--- src/rtl/pci_pkg.sv ---
// Shared types and constants for the PCI target controller.
package pci_pkg;

    localparam int unsigned PCI_AD_W  = 32;
    localparam int unsigned PCI_CBE_W = 4;

    localparam logic [PCI_CBE_W-1:0] CMD_MEM_RD = 4'b0110;
    localparam logic [PCI_CBE_W-1:0] CMD_MEM_WR = 4'b0111;

    typedef enum logic [2:0] {
        S_IDLE  = 3'd0,
        S_CLAIM = 3'd1,
        S_XFER  = 3'd2,
        S_DISC  = 3'd3,
        S_TURN  = 3'd4,
        S_BUSY  = 3'd5
    } pci_state_e;

    // Bus-side control outputs, decoded purely from state.
    typedef struct packed {
        logic devsel_n;
        logic trdy_n;
        logic stop_n;
        logic ad_oe;
    } pci_bus_ctl_t;

    // True for the two memory commands this target can claim.
    function automatic logic is_mem_cmd(input logic [PCI_CBE_W-1:0] cmd);
        return (cmd == CMD_MEM_RD) || (cmd == CMD_MEM_WR);
    endfunction

endpackage

--- src/rtl/pci_burst_addr.sv ---
// Burst word-address counter: load on address phase, step per transfer.
module pci_burst_addr #(
    parameter int unsigned addr_w = 4
) (
    input  logic              clk,
    input  logic              rst,
    input  logic              i_load,
    input  logic              i_inc,
    input  logic              i_clr,
    input  logic [addr_w-1:0] i_load_val,
    output logic [addr_w-1:0] o_addr,
    output logic              o_last_c
);

    localparam logic [addr_w-1:0] LAST_WORD = {addr_w{1'b1}};

    logic [addr_w-1:0] r_addr;

    // Address register; increment wraps naturally at depth-1.
    always_ff @(posedge clk) begin
        if (rst) begin
            r_addr <= '0;
        end else if (i_clr) begin
            r_addr <= '0;
        end else if (i_load) begin
            r_addr <= i_load_val;
        end else if (i_inc) begin
            r_addr <= r_addr + addr_w'(1);
        end
    end

    assign o_addr   = r_addr;
    assign o_last_c = (r_addr == LAST_WORD);

endmodule

--- src/rtl/pci_target_ctrl.sv ---
// PCI target controller sequencing a small on-chip data memory.
module pci_target_ctrl
    import pci_pkg::*;
#(
    parameter int unsigned addr_w = 4,
    parameter logic [27:0] BASE   = 28'h0000_001
) (
    input  logic                 clk,
    input  logic                 rst,
    input  logic                 FRAME_n,
    input  logic                 IRDY_n,
    input  logic [PCI_AD_W-1:0]  AD_in,
    input  logic [PCI_CBE_W-1:0] CBE_n,
    output logic [PCI_AD_W-1:0]  AD_out,
    output logic                 AD_oe,
    output logic                 DEVSEL_n,
    output logic                 TRDY_n,
    output logic                 STOP_n,
    output logic [addr_w-1:0]    ADDR_M,
    output logic                 Mem_WE,
    output logic [PCI_AD_W-1:0]  IN_DATA_M,
    output logic [PCI_CBE_W-1:0] BE,
    input  logic [PCI_AD_W-1:0]  OUT_DATA_M
);

    localparam int unsigned TAG_W = PCI_AD_W - addr_w - 2;

    pci_state_e           r_state;
    pci_state_e           w_next_state;
    logic [PCI_CBE_W-1:0] r_cmd;
    logic                 r_frame_prev;
    logic [TAG_W-1:0]     w_tag;
    logic                 w_addr_phase;
    logic                 w_hit;
    logic                 w_is_rd;
    logic                 w_is_wr;
    logic                 w_addr_load;
    logic                 w_addr_inc;
    logic                 w_addr_clr;
    logic [addr_w-1:0]    w_addr;
    logic                 w_last;
    pci_bus_ctl_t         w_ctl;

    assign w_tag        = AD_in[PCI_AD_W-1:addr_w+2];
    assign w_addr_phase = r_frame_prev && !FRAME_n;
    assign w_hit        = is_mem_cmd(CBE_n) && (w_tag == BASE[TAG_W-1:0]);
    assign w_is_rd      = (r_cmd == CMD_MEM_RD);
    assign w_is_wr      = (r_cmd == CMD_MEM_WR);

    // State register.
    always_ff @(posedge clk) begin
        if (rst) begin
            r_state <= S_IDLE;
        end else begin
            r_state <= w_next_state;
        end
    end

    // Previous FRAME# for address-phase edge detection; command latch.
    always_ff @(posedge clk) begin
        if (rst) begin
            r_frame_prev <= 1'b1;
            r_cmd        <= '0;
        end else begin
            r_frame_prev <= FRAME_n;
            if (w_addr_load) begin
                r_cmd <= CBE_n;
            end
        end
    end

    // Next-state, counter control and bus control decode (from state only).
    always_comb begin
        w_next_state   = r_state;
        w_addr_load    = 1'b0;
        w_addr_inc     = 1'b0;
        w_addr_clr     = 1'b0;
        w_ctl.devsel_n = 1'b1;
        w_ctl.trdy_n   = 1'b1;
        w_ctl.stop_n   = 1'b1;
        w_ctl.ad_oe    = 1'b0;
        case (r_state)
            S_IDLE: begin
                if (w_addr_phase) begin
                    w_addr_load  = 1'b1;
                    w_next_state = w_hit ? S_CLAIM : S_BUSY;
                end
            end
            S_CLAIM: begin
                w_ctl.devsel_n = 1'b0;
                w_next_state   = S_XFER;
            end
            S_XFER: begin
                w_ctl.devsel_n = 1'b0;
                w_ctl.trdy_n   = 1'b0;
                w_ctl.ad_oe    = w_is_rd;
                if (!IRDY_n) begin
                    if (FRAME_n) begin
                        w_next_state = S_TURN;
                    end else begin
                        w_addr_inc = 1'b1;
                        if (w_last) begin
                            w_next_state = S_DISC;
                        end
                    end
                end
            end
            S_DISC: begin
                w_ctl.devsel_n = 1'b0;
                w_ctl.stop_n   = 1'b0;
                w_ctl.ad_oe    = w_is_rd;
                if (FRAME_n) begin
                    w_next_state = S_TURN;
                end
            end
            S_TURN: begin
                w_addr_clr   = 1'b1;
                w_next_state = S_IDLE;
            end
            S_BUSY: begin
                if (FRAME_n && IRDY_n) begin
                    w_addr_clr   = 1'b1;
                    w_next_state = S_IDLE;
                end
            end
            default: begin
                w_addr_clr   = 1'b1;
                w_next_state = S_IDLE;
            end
        endcase
    end

    pci_burst_addr #(
        .addr_w (addr_w)
    ) u_burst_addr (
        .clk        (clk),
        .rst        (rst),
        .i_load     (w_addr_load),
        .i_inc      (w_addr_inc),
        .i_clr      (w_addr_clr),
        .i_load_val (AD_in[addr_w+1:2]),
        .o_addr     (w_addr),
        .o_last_c   (w_last)
    );

    assign DEVSEL_n  = w_ctl.devsel_n;
    assign TRDY_n    = w_ctl.trdy_n;
    assign STOP_n    = w_ctl.stop_n;
    assign AD_oe     = w_ctl.ad_oe;
    assign AD_out    = OUT_DATA_M;
    assign ADDR_M    = w_addr;
    assign IN_DATA_M = AD_in;
    assign BE        = CBE_n;
    // Write strobe is gated by reset so an aborted burst cannot commit a word.
    assign Mem_WE    = !rst && (r_state == S_XFER) && w_is_wr && !IRDY_n;

endmodule

--- config.mk ---
export PLATFORM = sky130hd
export DESIGN_NAME = pci_target_ctrl
export DESIGN_NICKNAME = d
export VERILOG_FILES = /design/src/rtl/pci_pkg.sv /design/src/rtl/pci_burst_addr.sv /design/src/rtl/pci_target_ctrl.sv
export SDC_FILE = /design/constraint.sdc
export NUM_CORES = 1
export LEC_CHECK = 0
export BUFFER_PORTS_ARGS = -buffer_cell sky130_fd_sc_hd__buf_4
export CAP_MARGIN = 40
export CORE_MARGIN = 5
export CORE_UTILIZATION = 36
export CTS_CLUSTER_SIZE = 8
export DETAILED_ROUTE_END_ITERATION = 12
export PLACE_DENSITY = 0.95
export RECOVER_POWER = 25
export SLEW_MARGIN = 5
export SYNTH_ARGS = -nofsm -noshare
export SYNTH_HDL_FRONTEND = slang
export SYNTH_SLANG_ARGS = --single-unit
--- constraint.sdc ---
create_clock -name clk -period 4.7 [get_ports clk]
set_clock_uncertainty 0.15 [all_clocks]
set_input_delay 0 -clock clk [delete_from_list [all_inputs] [get_ports clk]]
set_output_delay 0 -clock clk [all_outputs]
set_load 0.01 [all_outputs]
==> results of run 1 <==
layer usage:
metal,routed length [um],global-route usage [%]
met5,0,0
met4,57,4.77
met3,258,2.90
met2,2100,27.1
met1,1530,18.1
final cells by class:
class / instances / share of cell area (%)
clock buffer: 3 / 1.27
inverter: 3 / 0.633
multi-input combinational: 72 / 26.9
sequential: 12 / 13.5
tap: 46 / 3.23
timing repair buffer: 125 / 54.4
kinds of logic after synthesis:
kind of cell	Yosys count
compound gates	18
xor+xnor	3
fa+ha+maj	1
buf+inv	76
flops	12
mux	4
simple gates	46
worst max-delay path, stage by stage (launching register included):
cell	delay, ns
dfxtp_1	0.52
nor3_1	0.12
nand2b_1	0.44
mux2i_1	0.24
nor2_1	0.05
dlygate4sd3_1	0.55
flip-flops by register name, indices dropped and copies added, names as in the netlist:
signal               flops
r_cmd                    4
r_frame_prev             1
r_state                  3
u_burst_addr.o_addr      4
power by group through the flow:
stage	combinational, mW	sequential (mW)	clock [mW]
3_3_place_gp	0.256	0.167	0
3_5_place_dp	0.262	0.171	0
4_1_cts	0.306	0.168	0.0614
6_report	0.296	0.170	0.0607
5_1_grt	0.327	0.175	0.0674
2_1_floorplan	0.224	0.154	0
metrics by stage:
step	cells	total power, mW	instance area [um2]	worst slack, ns	hold WS [ns]
finish	261	0.527	1780	2.51	0.0312
global route	261	0.569	1780	2.36	0.0515
CTS	261	0.536	1860	2.55	0.0236
detailed placement	213	0.433	1390	2.93	-0.150
global placement	213	0.422	1390	2.98	-0.150
floorplan	160	0.378	1270	3.04	-0.0582
worst max path at each step:
stage                     startpoint                     end  slack, ns  depth (start not counted)
after floorplan           r_state[0]  u_burst_addr.o_addr[2]       3.04                          5
after global placement    r_state[2]  u_burst_addr.o_addr[2]       2.98                          4
after detailed placement  r_state[2]  u_burst_addr.o_addr[2]       2.93                          4
after CTS                 r_state[2]                r_cmd[0]       2.55                          5
after global routing      r_state[2]                r_cmd[1]       2.36                          5
final                     r_state[2]                r_cmd[1]       2.51                          5
layout by cell type, fill, tap and decap left out, types with 2 or more instances in the layout:
master,Yosys,final
a211oi_1,4,4
a21oi_1,2,2
a221oi_1,2,2
a22o_1,2,2
buf_4,68,58
clkbuf_1,3,22
clkbuf_4,0,3
dfxtp_1,12,12
dlygate4sd3_1,0,45
inv_1,3,3
mux2i_1,4,4
nand2_1,5,5
nand2b_1,3,3
nand3_1,2,2
nand4_1,3,3
nor2_1,13,13
nor2b_1,2,2
nor3_1,3,3
nor4_1,4,4
nor4b_1,2,2
o21ai_0,3,3
xnor2_1,3,3
what timing repair did:
item	4_1_cts	5_1_grt
endpoints found under the setup margin	0	0
hold buffers	45	0
hold endpoints to repair	46	0
==> flow_metrics.tcl, run 1 <==
set metrics [dict create \
    status "finished clean" \
    async_reset_ff_share_pct 0 \
    grt_first_pass_wirelength_um 6200 \
    gp_congestion 0.900 \
    maxCapViolCount 0 \
    fillers 339 \
    synthXorXnorAreaFrac_pct 2.07 \
    ios 149 \
    power.share.sequential_pct 32.3 \
    worstPathMaxFanout 12 \
    cts_sinks 12 \
    seq_area_frac_synth_pct 18.9 \
    rsz0062_at_grt "no" \
    postSynthCellCount 160 \
    hp-class "input pin to flip-flop" \
    synthMuxAreaShare_pct 3.16 \
    yosysTopAreaCell "buf_4" \
    hold_path.startpoint "IRDY_n" \
    initial_core_util_pct 37.7 \
    pwr-share-clk_pct 11.5 \
    syn_nets 233 \
    seq_area_um2 240 \
    yosys_warnings 0 \
    vias 1209 \
    clkTransAtPathRegs_ns 0.07 \
    p_sw_mw 0.214 \
    synth_top_family_by_area "buffers and inverters" \
    synth_top_cell_area_share_pct 40.2 \
    synth.distinct_cells 37 \
    rrSetupSlack_ns 2.51 \
    rr_worst_depth 5 \
    num-nets-final 290 \
    antenna_cells 0 \
    fin_crit_ns 2.19 \
    hpwl_um 2700 \
    fin_util_pct 52.9 \
    setup_tns_ns 0 \
    cts_max_path_buffers 2 \
    antenna_found_initial 0 \
    drt_iter0_markers 33 \
    drc 0 \
    finalSetupViolations 0 \
    worstPathRequired_ns 4.70 \
    core_area_um2 3360 \
    synth_enable_flop_cells 0 \
    grt_max_degree 13 \
    io_buffer_count 80 \
    dieHeight_um 69.4 \
    multi_input_area_um2 479 \
    dieArea_um2 4810 \
    combPwrFrac_pct 56.2 \
    dr.pass1.iters 4 \
    p_int_mw 0.314 \
    synth-compound-area-share_pct 10.6 \
    wl_per_cell_um 15.1 \
    tritoncts "done" \
    drive_gt1_share_pct 30.7 \
    yosysMostFrequentCell "buf_4" \
    worst_slew_pin_slew_ns 0.576 \
    ys_top_cells_by_count "68 x buf_4, 13 x nor2_1, 12 x dfxtp_1, 5 x nand2_1" \
    area_growth_pct 40.2 \
    grt.total_usage_pct 15.2 \
    holdPathEnd "r_state[2]" \
    ys.flop_type "dfxtp_1" \
    grt_pass1_vias 1298 \
    max_clock_freq_mhz 457 \
    ys_ff_latch 12 \
    cts_htree_levels 1 \
    viasPerCell 4.63 \
    ant_nets 0 \
    hold_depth 4 \
    cp-end-kind "flip-flop" \
    synthTopCellsByArea "buf_4 40%, dfxtp_1 19%, nor2_1 3.8%" \
    ctsResizeCount 0 \
    fin_crit_sh_pct 46.5 \
    peakVddDrop_mv 0.168 \
    p_sw_share_pct 40.5 \
    critPathLaunchType "flip-flop" \
    fp-row-count 21 \
    slew_headroom_pct 61.6 \
    postCtsSetupBuffers 0 \
    power_density_nw_per_um2 296 \
    final_hold_viol_count 0 \
    r2r-start "r_state[2]" \
    cts_root_buf "clkbuf_4" \
    cellLeakagePower_nw 0.771 \
    overflow 0 \
    avgSynthCellArea_um2 7.93 \
    timing.rr.end "r_cmd[1]" \
    finalWirelength_um 3950 \
    cts_made_buffers 3 \
    crit_type "flip-flop to flip-flop" \
    syn_area_um2 1270 \
    synth-adder-area-share_pct 0.986 \
    yosys.area_share.simple_pct 21.0 \
    die_w_um 69.4 \
    slew_viol_final 0 \
    clkLatencyLatePin_ns 0.26 \
    arrival_ns 2.19 \
]
No activity file was read; power rests on OpenSTA's default activity.
==> inputs of run 2 (changes only) <==
--- a/config.mk
+++ b/config.mk
@@ -8,10 +8,10 @@
 export BUFFER_PORTS_ARGS = -buffer_cell sky130_fd_sc_hd__buf_4
 export CAP_MARGIN = 40
 export CORE_MARGIN = 5
-export CORE_UTILIZATION = 36
+export CORE_UTILIZATION = 30
 export CTS_CLUSTER_SIZE = 8
 export DETAILED_ROUTE_END_ITERATION = 12
-export PLACE_DENSITY = 0.95
+export PLACE_DENSITY = 0.88
 export RECOVER_POWER = 25
 export SLEW_MARGIN = 5
 export SYNTH_ARGS = -nofsm -noshare
==> constraint.sdc (replaced) <==
create_clock -name clk -period 1.8 [get_ports clk]
set_clock_uncertainty 0.15 [all_clocks]
set_input_delay 0 -clock clk [delete_from_list [all_inputs] [get_ports clk]]
set_output_delay 0 -clock clk [all_outputs]
set_load 0.01 [all_outputs]
==> flow_metrics.tcl, run 2 (same netlist as run 1, synthesis figures left out) <==
set metrics [dict create \
    final.setup.worst_slack_ns 0.0496 \
    worstPathMaxFanout 5 \
    peakVddDrop_mv 0.534 \
    power.share.sequential_pct 24.1 \
    power_density_nw_per_um2 851 \
    rr_worst_depth 4 \
    finalSetupViolations 0 \
    combPwrFrac_pct 57.6 \
    fin_area_um2 1870 \
    crit_slowest_cell "or4b_4" \
    hold_path.startpoint "AD_in[10]" \
    final_cell_mix "64 x buf_4, 44 x dlygate4sd3_1, 22 x clkbuf_1" \
    hold_depth 2 \
    drt_iter0_markers 35 \
    status "finished clean" \
    slowest_delay_ns 0.59 \
    tritoncts "done" \
    pwr-share-clk_pct 18.3 \
    p_int_mw 0.994 \
    io_buffer_count 80 \
    postCtsSetupBuffers 0 \
    cts_made_buffers 3 \
    dieHeight_um 75.0 \
    ant_nets 0 \
    fin_util_pct 46.0 \
    fp-row-count 23 \
    crit_type "flip-flop to primary output" \
    worst_slew_pin_slew_ns 0.285 \
    dieArea_um2 5630 \
    fin_crit_ns 1.75 \
    ios 149 \
    rsz0062_at_grt "no" \
    slew_headroom_pct 80.8 \
    arrival_ns 1.60 \
    slew_viol_final 0 \
    pre_cts_slack_ns 0.175 \
    core_area_um2 4060 \
    cellLeakagePower_nw 0.817 \
    drc 0 \
    wl_per_cell_um 14.6 \
    grt_max_degree 12 \
    p_sw_mw 0.594 \
    setup_tns_ns 0 \
    final_hold_viol_count 0 \
    r2r-start "r_state[2]" \
    cp-end-kind "primary output" \
    hpwl_um 2790 \
    fillers 407 \
    dr.pass1.iters 4 \
    initial_core_util_pct 31.3 \
    die_w_um 75.0 \
    critPathLaunchType "flip-flop" \
    clkLatencyLatePin_ns 0.24 \
    area_growth_pct 47.1 \
    crit_chain "or4b_4 -> nor4b_4 -> buf_4" \
    rrSetupSlack_ns 0.14 \
    cts_htree_levels 1 \
    hp-class "input pin to primary output" \
    drive_gt1_share_pct 33.5 \
    antenna_found_initial 0 \
    vias 1236 \
    max_clock_freq_mhz 571 \
    postPlaceCellArea_um2 1440 \
    cts_sinks 12 \
    cts_root_buf "clkbuf_8" \
    cts_max_path_buffers 2 \
    grt.total_usage_pct 12.7 \
    num-nets-final 295 \
    overflow 0 \
    antenna_cells 0 \
    timing.rr.end "u_burst_addr.o_addr[2]" \
    finalWirelength_um 3940 \
    worstPathRequired_ns 1.65 \
    fin_crit_sh_pct 97.2 \
    mostFrequentLayoutCell "buf_4" \
    grt_first_pass_wirelength_um 5690 \
    viasPerCell 4.56 \
    grt_pass1_vias 1235 \
    holdPathEnd "IN_DATA_M[10]" \
    p_sw_share_pct 37.4 \
    maxCapViolCount 0 \
    clkTransAtPathRegs_ns 0.05 \
    gp_congestion 0.776 \
]
-- run 2: cell count changes in the layout (fill, tap and decap cells not counted) --
cell           previous run  this run
clkbuf_8                  0         4
clkbuf_4                  3         0
buf_4                    58        64
nor4b_1                   2         1
dlygate4sd3_1            45        44
nor4b_4                   0         1
-- run 2: worst max path at each step --
stage          depth (start not counted)  slack (ns)  startpoint                     end
2_1_floorplan                          5        0.14  r_state[0]  u_burst_addr.o_addr[2]
3_3_place_gp                           4        0.19  r_state[2]  u_burst_addr.o_addr[2]
3_5_place_dp                           4        0.17  r_state[2]  u_burst_addr.o_addr[2]
4_1_cts                                3        0.07  r_state[2]                  Mem_WE
5_1_grt                                3       0.007  r_state[2]                  Mem_WE
6_report                               3        0.05  r_state[2]                  Mem_WE
-- run 2: critical path: cells and delay by family (launching register included) --
family                 cells  cell delay (ns)
buffers and inverters      1             0.17
flip-flops                 1             0.31
AND/OR/NAND/NOR            2             0.88
-- run 2: power by group through the flow --
| stage | Clock, mW | Combinational (mW) | Sequential [mW] |
|---|---|---|---|
| 2_1_floorplan | 0 | 0.585 | 0.402 |
| 3_3_place_gp | 0 | 0.810 | 0.385 |
| 3_5_place_dp | 0 | 0.829 | 0.387 |
| 4_1_cts | 0.295 | 0.937 | 0.382 |
| 5_1_grt | 0.314 | 0.994 | 0.393 |
| 6_report | 0.290 | 0.914 | 0.384 |
-- run 2: metal layers --
metal / wire (um) / global-route usage, % / vias to the layer above / part of all wire [%]
met2: 2190 / 24.1 / 76 / 56
met4: 0 / 1.58 / 0 / 0
met5: 0 / 0 / - / 0
met1: 1430 / 14.9 / 561 / 36
met3: 322 / 2.54 / 0 / 8.2
li1: - / - / 599 / -
-- run 2: cell type report --
type                       instances  area (um2)  area share [%]
multi-input combinational         72         494            26.5
tap                               50        62.6            3.35
sequential                        12         240            12.9
inverter                           3        11.3           0.603
timing repair buffer             130        1000            53.8
clock buffer                       4        55.1            2.95
-- run 2: repair_timing --
item	4_1_cts	5_1_grt
hold buffers	44	0
endpoints found under the hold margin	46	0
endpoints found under the setup margin	1	1
resized for setup	1	1
-- run 2: metrics by stage --
stage	total power, mW	hold slack (ns)	std cells
floorplan	0.987	-0.0582	160
global placement	1.19	-0.150	223
detailed placement	1.22	-0.150	223
CTS	1.61	0.0379	271
global route	1.70	0.0579	271
finish	1.59	0.0432	271
